$ cat src/rtl/lift_pkg.sv
// lift_pkg: shared types and constants for the elevator controller.
//   FLOOR_W    - width of a floor code
//   NO_REQ     - floor code meaning "no request"
//   MAX_FLOORS - largest supported floor count
//   state_e    - call issue FSM states
//   rr_next    - round-robin successor of a floor, wrapping n -> 1
package lift_pkg;

    localparam int unsigned FLOOR_W    = 3;
    localparam logic [FLOOR_W-1:0] NO_REQ = 3'd0;
    localparam int unsigned MAX_FLOORS = 7;

    typedef enum logic [1:0] {
        IDLE,
        ISSUE,
        GAP
    } state_e;

    function automatic logic [FLOOR_W-1:0] rr_next(input logic [FLOOR_W-1:0] f,
                                                   input int unsigned        n);
        return (f >= FLOOR_W'(n)) ? FLOOR_W'(1) : f + FLOOR_W'(1);
    endfunction

endpackage

$ cat src/rtl/btn_debounce.sv
// btn_debounce: 2-flop synchroniser plus tick-sampled debouncer for one button.
//   clk, rst_n - clock, asynchronous active-high reset
//   btn_i      - raw asynchronous button level
//   tick_i     - shared sample strobe
//   rise_o     - one-cycle pulse on the debounced 0->1 transition
module btn_debounce #(
    parameter int unsigned DEB_SAMPLES = 4
) (
    input  logic clk,
    input  logic rst_n,
    input  logic btn_i,
    input  logic tick_i,
    output logic rise_o
);

    logic [1:0] sync_q;
    logic [2:0] cnt_q, cnt_d;
    logic       level_q, level_d;
    logic       rise_q, rise_d;

    // cnt_q counts consecutive samples that disagree with the current level;
    // any agreeing sample restarts the run.
    always_comb begin
        cnt_d   = cnt_q;
        level_d = level_q;
        rise_d  = 1'b0;
        if (tick_i) begin
            if (sync_q[1] != level_q) begin
                if (cnt_q == 3'(DEB_SAMPLES - 1)) begin
                    level_d = sync_q[1];
                    cnt_d   = 3'd0;
                    rise_d  = sync_q[1];
                end else begin
                    cnt_d = cnt_q + 3'd1;
                end
            end else begin
                cnt_d = 3'd0;
            end
        end
    end

    always_ff @(posedge clk or posedge rst_n) begin
        if (rst_n) begin
            sync_q  <= 2'b00;
            cnt_q   <= 3'd0;
            level_q <= 1'b0;
            rise_q  <= 1'b0;
        end else begin
            sync_q  <= {sync_q[0], btn_i};
            cnt_q   <= cnt_d;
            level_q <= level_d;
            rise_q  <= rise_d;
        end
    end

    assign rise_o = rise_q;

endmodule

$ cat src/rtl/call_encoder.sv
// call_encoder: debounces floor call buttons, keeps pending/issued call sets and issues one
// floor code at a time to the request buffer, round-robin across floors.
//   clk, rst_n           - clock, asynchronous active-high reset (name kept from the codebase)
//   btn[NUM_FLOORS]      - raw call buttons, bit i-1 is floor i
//   q_full               - blocks new issues while high (sampled in IDLE only)
//   arr_valid, arr_floor - car served arr_floor; out-of-range floors are ignored
//   dout                 - floor code for the buffer, 0 when idle
//   lamp[NUM_FLOORS]     - call lamps, pending OR issued
module call_encoder
    import lift_pkg::*;
#(
    parameter int unsigned NUM_FLOORS  = 7,
    parameter int unsigned TICK_DIV    = 1000,
    parameter int unsigned DEB_SAMPLES = 4
) (
    input  logic                  clk,
    input  logic                  rst_n,
    input  logic [NUM_FLOORS-1:0] btn,
    input  logic                  q_full,
    input  logic                  arr_valid,
    input  logic [2:0]            arr_floor,
    output logic [2:0]            dout,
    output logic [NUM_FLOORS-1:0] lamp
);

    localparam int unsigned TICK_W = $clog2(TICK_DIV);

    if (NUM_FLOORS < 1 || NUM_FLOORS > MAX_FLOORS) begin : g_bad_floors
        $error("call_encoder: NUM_FLOORS out of range");
    end
    if (TICK_DIV < 2) begin : g_bad_tick
        $error("call_encoder: TICK_DIV must be at least 2");
    end
    if (DEB_SAMPLES < 2 || DEB_SAMPLES > 8) begin : g_bad_deb
        $error("call_encoder: DEB_SAMPLES out of range");
    end

    logic [TICK_W-1:0]     tick_cnt_q, tick_cnt_d;
    logic                  tick;
    logic [NUM_FLOORS-1:0] press;
    logic [NUM_FLOORS-1:0] pend_q, pend_d;
    logic [NUM_FLOORS-1:0] iss_q, iss_d;
    logic [NUM_FLOORS-1:0] lamp_q;
    logic [NUM_FLOORS-1:0] sel_mask, arr_mask;
    logic [FLOOR_W-1:0]    sel_q, sel_d;
    logic [FLOOR_W-1:0]    last_q, last_d;
    logic [FLOOR_W-1:0]    win, cand;
    logic                  win_vld;
    state_e                state_q, state_d;

    // Shared sample strobe for all debouncers.
    assign tick       = (tick_cnt_q == TICK_W'(TICK_DIV - 1));
    assign tick_cnt_d = tick ? '0 : tick_cnt_q + TICK_W'(1);

    for (genvar i = 0; i < NUM_FLOORS; i++) begin : g_deb
        btn_debounce #(
            .DEB_SAMPLES(DEB_SAMPLES)
        ) u_deb (
            .clk   (clk),
            .rst_n (rst_n),
            .btn_i (btn[i]),
            .tick_i(tick),
            .rise_o(press[i])
        );
    end

    // Decode sel and arrival floor into per-floor masks; codes outside 1..NUM_FLOORS
    // match no bit, which is how invalid arrivals get ignored.
    always_comb begin
        sel_mask = '0;
        arr_mask = '0;
        for (int i = 0; i < NUM_FLOORS; i++) begin
            sel_mask[i] = (sel_q == FLOOR_W'(i + 1));
            arr_mask[i] = arr_valid && (arr_floor == FLOOR_W'(i + 1));
        end
    end

    // Round-robin search starting at last+1, first pending floor wins.
    always_comb begin
        win     = NO_REQ;
        win_vld = 1'b0;
        cand    = last_q;
        for (int k = 0; k < NUM_FLOORS; k++) begin
            cand = rr_next(cand, NUM_FLOORS);
            for (int i = 0; i < NUM_FLOORS; i++) begin
                if (!win_vld && pend_q[i] && (cand == FLOOR_W'(i + 1))) begin
                    win     = cand;
                    win_vld = 1'b1;
                end
            end
        end
    end

    always_comb begin
        state_d = state_q;
        sel_d   = sel_q;
        last_d  = last_q;
        pend_d  = pend_q;
        iss_d   = iss_q;
        unique case (state_q)
            IDLE: begin
                if (win_vld && !q_full) begin
                    sel_d   = win;
                    state_d = ISSUE;
                end
            end
            ISSUE: begin
                pend_d  = pend_d & ~sel_mask;
                iss_d   = iss_d | sel_mask;
                last_d  = sel_q;
                state_d = GAP;
            end
            GAP:     state_d = IDLE;
            default: state_d = IDLE;
        endcase
        // A press is accepted only for a floor that is neither pending nor issued.
        pend_d = pend_d | (press & ~pend_q & ~iss_q);
        // Arrival is applied last so it beats both a same-cycle press and issue.
        pend_d = pend_d & ~arr_mask;
        iss_d  = iss_d & ~arr_mask;
    end

    always_ff @(posedge clk or posedge rst_n) begin
        if (rst_n) begin
            tick_cnt_q <= '0;
            state_q    <= IDLE;
            sel_q      <= NO_REQ;
            last_q     <= FLOOR_W'(NUM_FLOORS);
            pend_q     <= '0;
            iss_q      <= '0;
            lamp_q     <= '0;
        end else begin
            tick_cnt_q <= tick_cnt_d;
            state_q    <= state_d;
            sel_q      <= sel_d;
            last_q     <= last_d;
            pend_q     <= pend_d;
            iss_q      <= iss_d;
            lamp_q     <= pend_d | iss_d;
        end
    end

    assign dout = (state_q == ISSUE) ? sel_q : NO_REQ;
    assign lamp = lamp_q;

endmodule

$ cat config.mk
export PLATFORM = sky130hd
export DESIGN_NAME = call_encoder
export DESIGN_NICKNAME = d
export VERILOG_FILES = /design/src/rtl/lift_pkg.sv /design/src/rtl/btn_debounce.sv /design/src/rtl/call_encoder.sv
export SDC_FILE = /design/constraint.sdc
export NUM_CORES = 1
export LEC_CHECK = 0
export CORE_AREA = 2 2 71 141
export CTS_CLUSTER_DIAMETER = 120
export DETAILED_ROUTE_END_ITERATION = 7
export DIE_AREA = 0 0 73 143
export GPL_TIMING_DRIVEN = 0
export PLACE_DENSITY = 0.81
export SLEW_MARGIN = 20
export SYNTH_ARGS = -nofsm -noshare
export SYNTH_HDL_FRONTEND = slang
export SYNTH_SLANG_ARGS = --single-unit
$ cat constraint.sdc
create_clock -name clk -period 17.3 [get_ports clk]
set_input_delay 2.595 -clock clk [delete_from_list [all_inputs] [get_ports clk]]
set_output_delay 2.595 -clock clk [all_outputs]
set_load 0.005 [all_outputs]
==> results.py <==
metrics = {
    "outcome": {
        "result_of_the_run": "complete, no violations",
    },
    "yosys": {
        "synth_edf_count": 0,
        "synth.yosys.warnings": 0,
        "netlist-cell-type-count": 68,
        "synthFlopType": "dfrtp_1",
        "postSynthAreaPerCell_um2": 9.836,
        "netlist.area_leader.share": 0.4360,
        "post_synth_main_area_contributors": "dfrtp_1 44%, ha_1 9.2%, nand2_1 4.6%, nor2_1 3.5%, a21oi_1 2.5%",
        "most_common_library_cells_after_synthesis": "85 x dfrtp_1, 60 x nand2_1, 45 x nor2_1, 36 x ha_1, 26 x inv_1",
        "yosys.cell_count.top_type": "dfrtp_1",
        "syn_inst": 496,
        "ys_seq_area_frac": 0.4522,
        "syn_area_um2": 4878,
        "syn_nets": 546,
        "yosys_register_bits": 88,
        "biggest_area_consumer_among_synthesized_cells": "dfrtp_1",
        "post_synth_arst_share": 1.000,
    },
    "global_route": {
        "first_global_vias": 3937,
        "pin_count_of_the_biggest_net_entering_global_routing": 61,
        "grt_remaining_overflow": 0,
        "all_layer_gr_usage": 0.2308,
        "grt_pass1_wl_um": 18350,
        "number_of_antenna_violations_at_the_first_check_in_global_routing": 0,
    },
    "routing": {
        "drcViolationCount": 0,
        "route.detailed.wl_per_inst_um": 17.25,
        "ant_nets": 0,
        "route.final.wire_length_um": 11010,
        "drt_pre_antenna_iters": 7,
        "routed-via-count": 3820,
        "viasPerCell": 5.987,
        "drtIter0Drc": 221,
    },
    "setup_path": {
        "critical_path.endpoint_type": "flop",
        "reg2reg_from": "last_q[0]",
        "worst_setup_path_start_kind": "flop",
        "critPathArrivalTime_ns": 7.28,
        "reg2reg_to": "sel_q[1]",
        "crit_path_class": "reg2reg",
        "critical_path_peak_fanout": 8,
        "critical_path_required_ns": 17.52,
        "reg2reg_setup_slack_ns": 10.25,
        "worstRegToRegCells": 25,
    },
    "final_layout": {
        "area_growth_pct": 13.44,
        "utilization": 0.5937,
        "layout.nets": 579,
        "fin_area_um2": 5534,
        "layout-drive-gt1-share": 0.1105,
        "finish.cell_count_without_fillers": 638,
        "antennaDiodeCount": 0,
    },
    "worst_hold_path": {
        "min_delay_path_depth": 0,
        "hold_end": "g_deb[4].u_deb.sync_q[1]",
        "timing.hold.worst.start": "g_deb[4].u_deb.sync_q[0]",
        "path_type_of_the_worst_min_delay_path": "reg2reg",
    },
    "clock_network": {
        "cts_sinks": 88,
        "ctsResizeCount": 0,
        "ctsLongestPathBuffers": 2,
        "tritoncts_clock_tree": "built",
        "cts_clk_pin_slew_worst_paths_ns": 0.06,
        "post-cts-setup-buffer-count": 0,
        "htreeDepth": 3,
        "worstSkewPairLatency_ns": 0.34,
        "cts_root_buffer": "clkbuf_16",
        "ctsHoldBuffers": 0,
        "total_clock_buffers_created_by_cts": 9,
    },
    "place": {
        "placed_area_um2": 5249,
        "place.gp.congestion": 0.9458,
        "post-place-cells": 622,
        "place.detailed.hpwl_um": 8285,
        "place.port_buffers": 21,
    },
    "floorplanning": {
        "fp.coreArea_um2": 9321,
        "die_y_um": 143,
        "initial_core_util": 0.5234,
        "die_outline_area_um2": 10440,
        "die_width_um": 73,
        "num_io_pins": 24,
        "rows": 50,
    },
    "timing": {
        "report.final.hold_viol_count": 0,
        "timing.final.crit_share": 0.4077,
        "maxClockFrequency_mhz": 141.8,
        "finalSetupTns_ns": 0,
        "relSlewSlack": 0.4752,
        "grt_setup_unrepaired": "false",
        "worst_pin_slew_ns": 0.7805,
        "report.final.setup_viol": 0,
        "slew_viol_final": 0,
        "period_minus_slack_ns": 7.054,
        "finalClockSkew_ns": 0.009776,
    },
    "run": {
        "timing.max_cap.violations": 0,
    },
}
-- metal layers --
metal	vias up	global-route usage	routed length (um)	part of all wire
met2	96	0.4353	6310	0.57
met1	1866	0.2147	3811	0.35
met4	0	0.1472	546	0.050
met5	-	0	0	0
met3	43	0.04234	337	0.031
li1	1815	-	-	-
-- state kept, by name, indices dropped and copies added (netlist names) --
| signal | count |
|---|---|
| g_deb.u_deb.cnt_q | 21 |
| g_deb.u_deb.level_q | 7 |
| g_deb.u_deb.rise_o | 7 |
| g_deb.u_deb.sync_q | 14 |
| iss_q | 7 |
| lamp | 7 |
| last_q | 3 |
| pend_q | 7 |
| sel_q | 3 |
| state_q | 2 |
| tick_cnt_q | 10 |
-- layout make-up --
type | instances | area (um2)
Buffer | 15 | 56.30
Clock buffer | 12 | 256.5
Clock inverter | 4 | 28.78
Fill cell | 797 | 3787
Inverter | 31 | 123.9
Multi-Input combinational cell | 362 | 2495
Sequential cell | 88 | 2206
Tap cell | 104 | 130.1
Timing Repair Buffer | 22 | 237.7
-- metrics by stage --
stage,setup slack [ns],hold WS (ns)
5_1_grt,9.952,0.3455
4_1_cts,10.30,0.3492
6_report,10.25,0.3424
2_1_floorplan,11.22,0.3312
3_5_place_dp,10.34,0.3364
3_3_place_gp,10.55,0.3320
-- cells in the final DEF (no fill, tap or decap), drive strengths merged, types with 14 or more instances in the layout --
cell type,Yosys,layout
nand2,64,64
dfrtp,85,85
a21oi,24,24
nand3,14,14
ha,36,36
clkdlybuf4s50,0,21
nor2,45,45
inv,31,32
o21ai,19,19
clkbuf,14,26
-- critical path: stages (launching register included) --
cell and delay, ns:
dfstp_2 0.61, ha_1 0.17, ha_1 0.25, and2b_2 0.26, nand2_1 0.12, inv_1 0.06, ha_1 0.25, nor2_1 0.18
nand2_1 0.15, o31ai_1 0.67, inv_1 0.12, ha_1 0.29, a211o_2 0.38, ha_1 0.35, nor2_1 0.15, a21boi_0 0.46
inv_1 0.09, ha_1 0.21, a22oi_1 0.18, nand2_1 0.14, a2111o_1 0.50, a2111oi_4 0.45, nand3_1 0.20, o21bai_1 0.25
mux2i_1 0.17, mux2_4 0.27
-- kinds of logic after synthesis --
family | share of synthesized area
AOI/OAI and AO/OA | 0.1570
adders and majority gates | 0.09233
buffers and inverters | 0.03642
muxes | 0.03514
DFF | 0.4522
xor gates and xnor gates | 0.02334
and+or+nand+nor | 0.2036
-- worst max path at each step --
stage / slack [ns] / end / startpoint
after floorplan: 11.22 / sel_q[0] / last_q[0]
after global placement: 10.55 / sel_q[0] / last_q[0]
after detailed placement: 10.34 / sel_q[1] / last_q[0]
after CTS: 10.30 / sel_q[1] / last_q[0]
after global routing: 9.95 / sel_q[0] / last_q[0]
final: 10.25 / sel_q[1] / last_q[0]
Power is not shown: default switching activity piles up to over one toggle a cycle in this logic, so the estimate is an artifact.
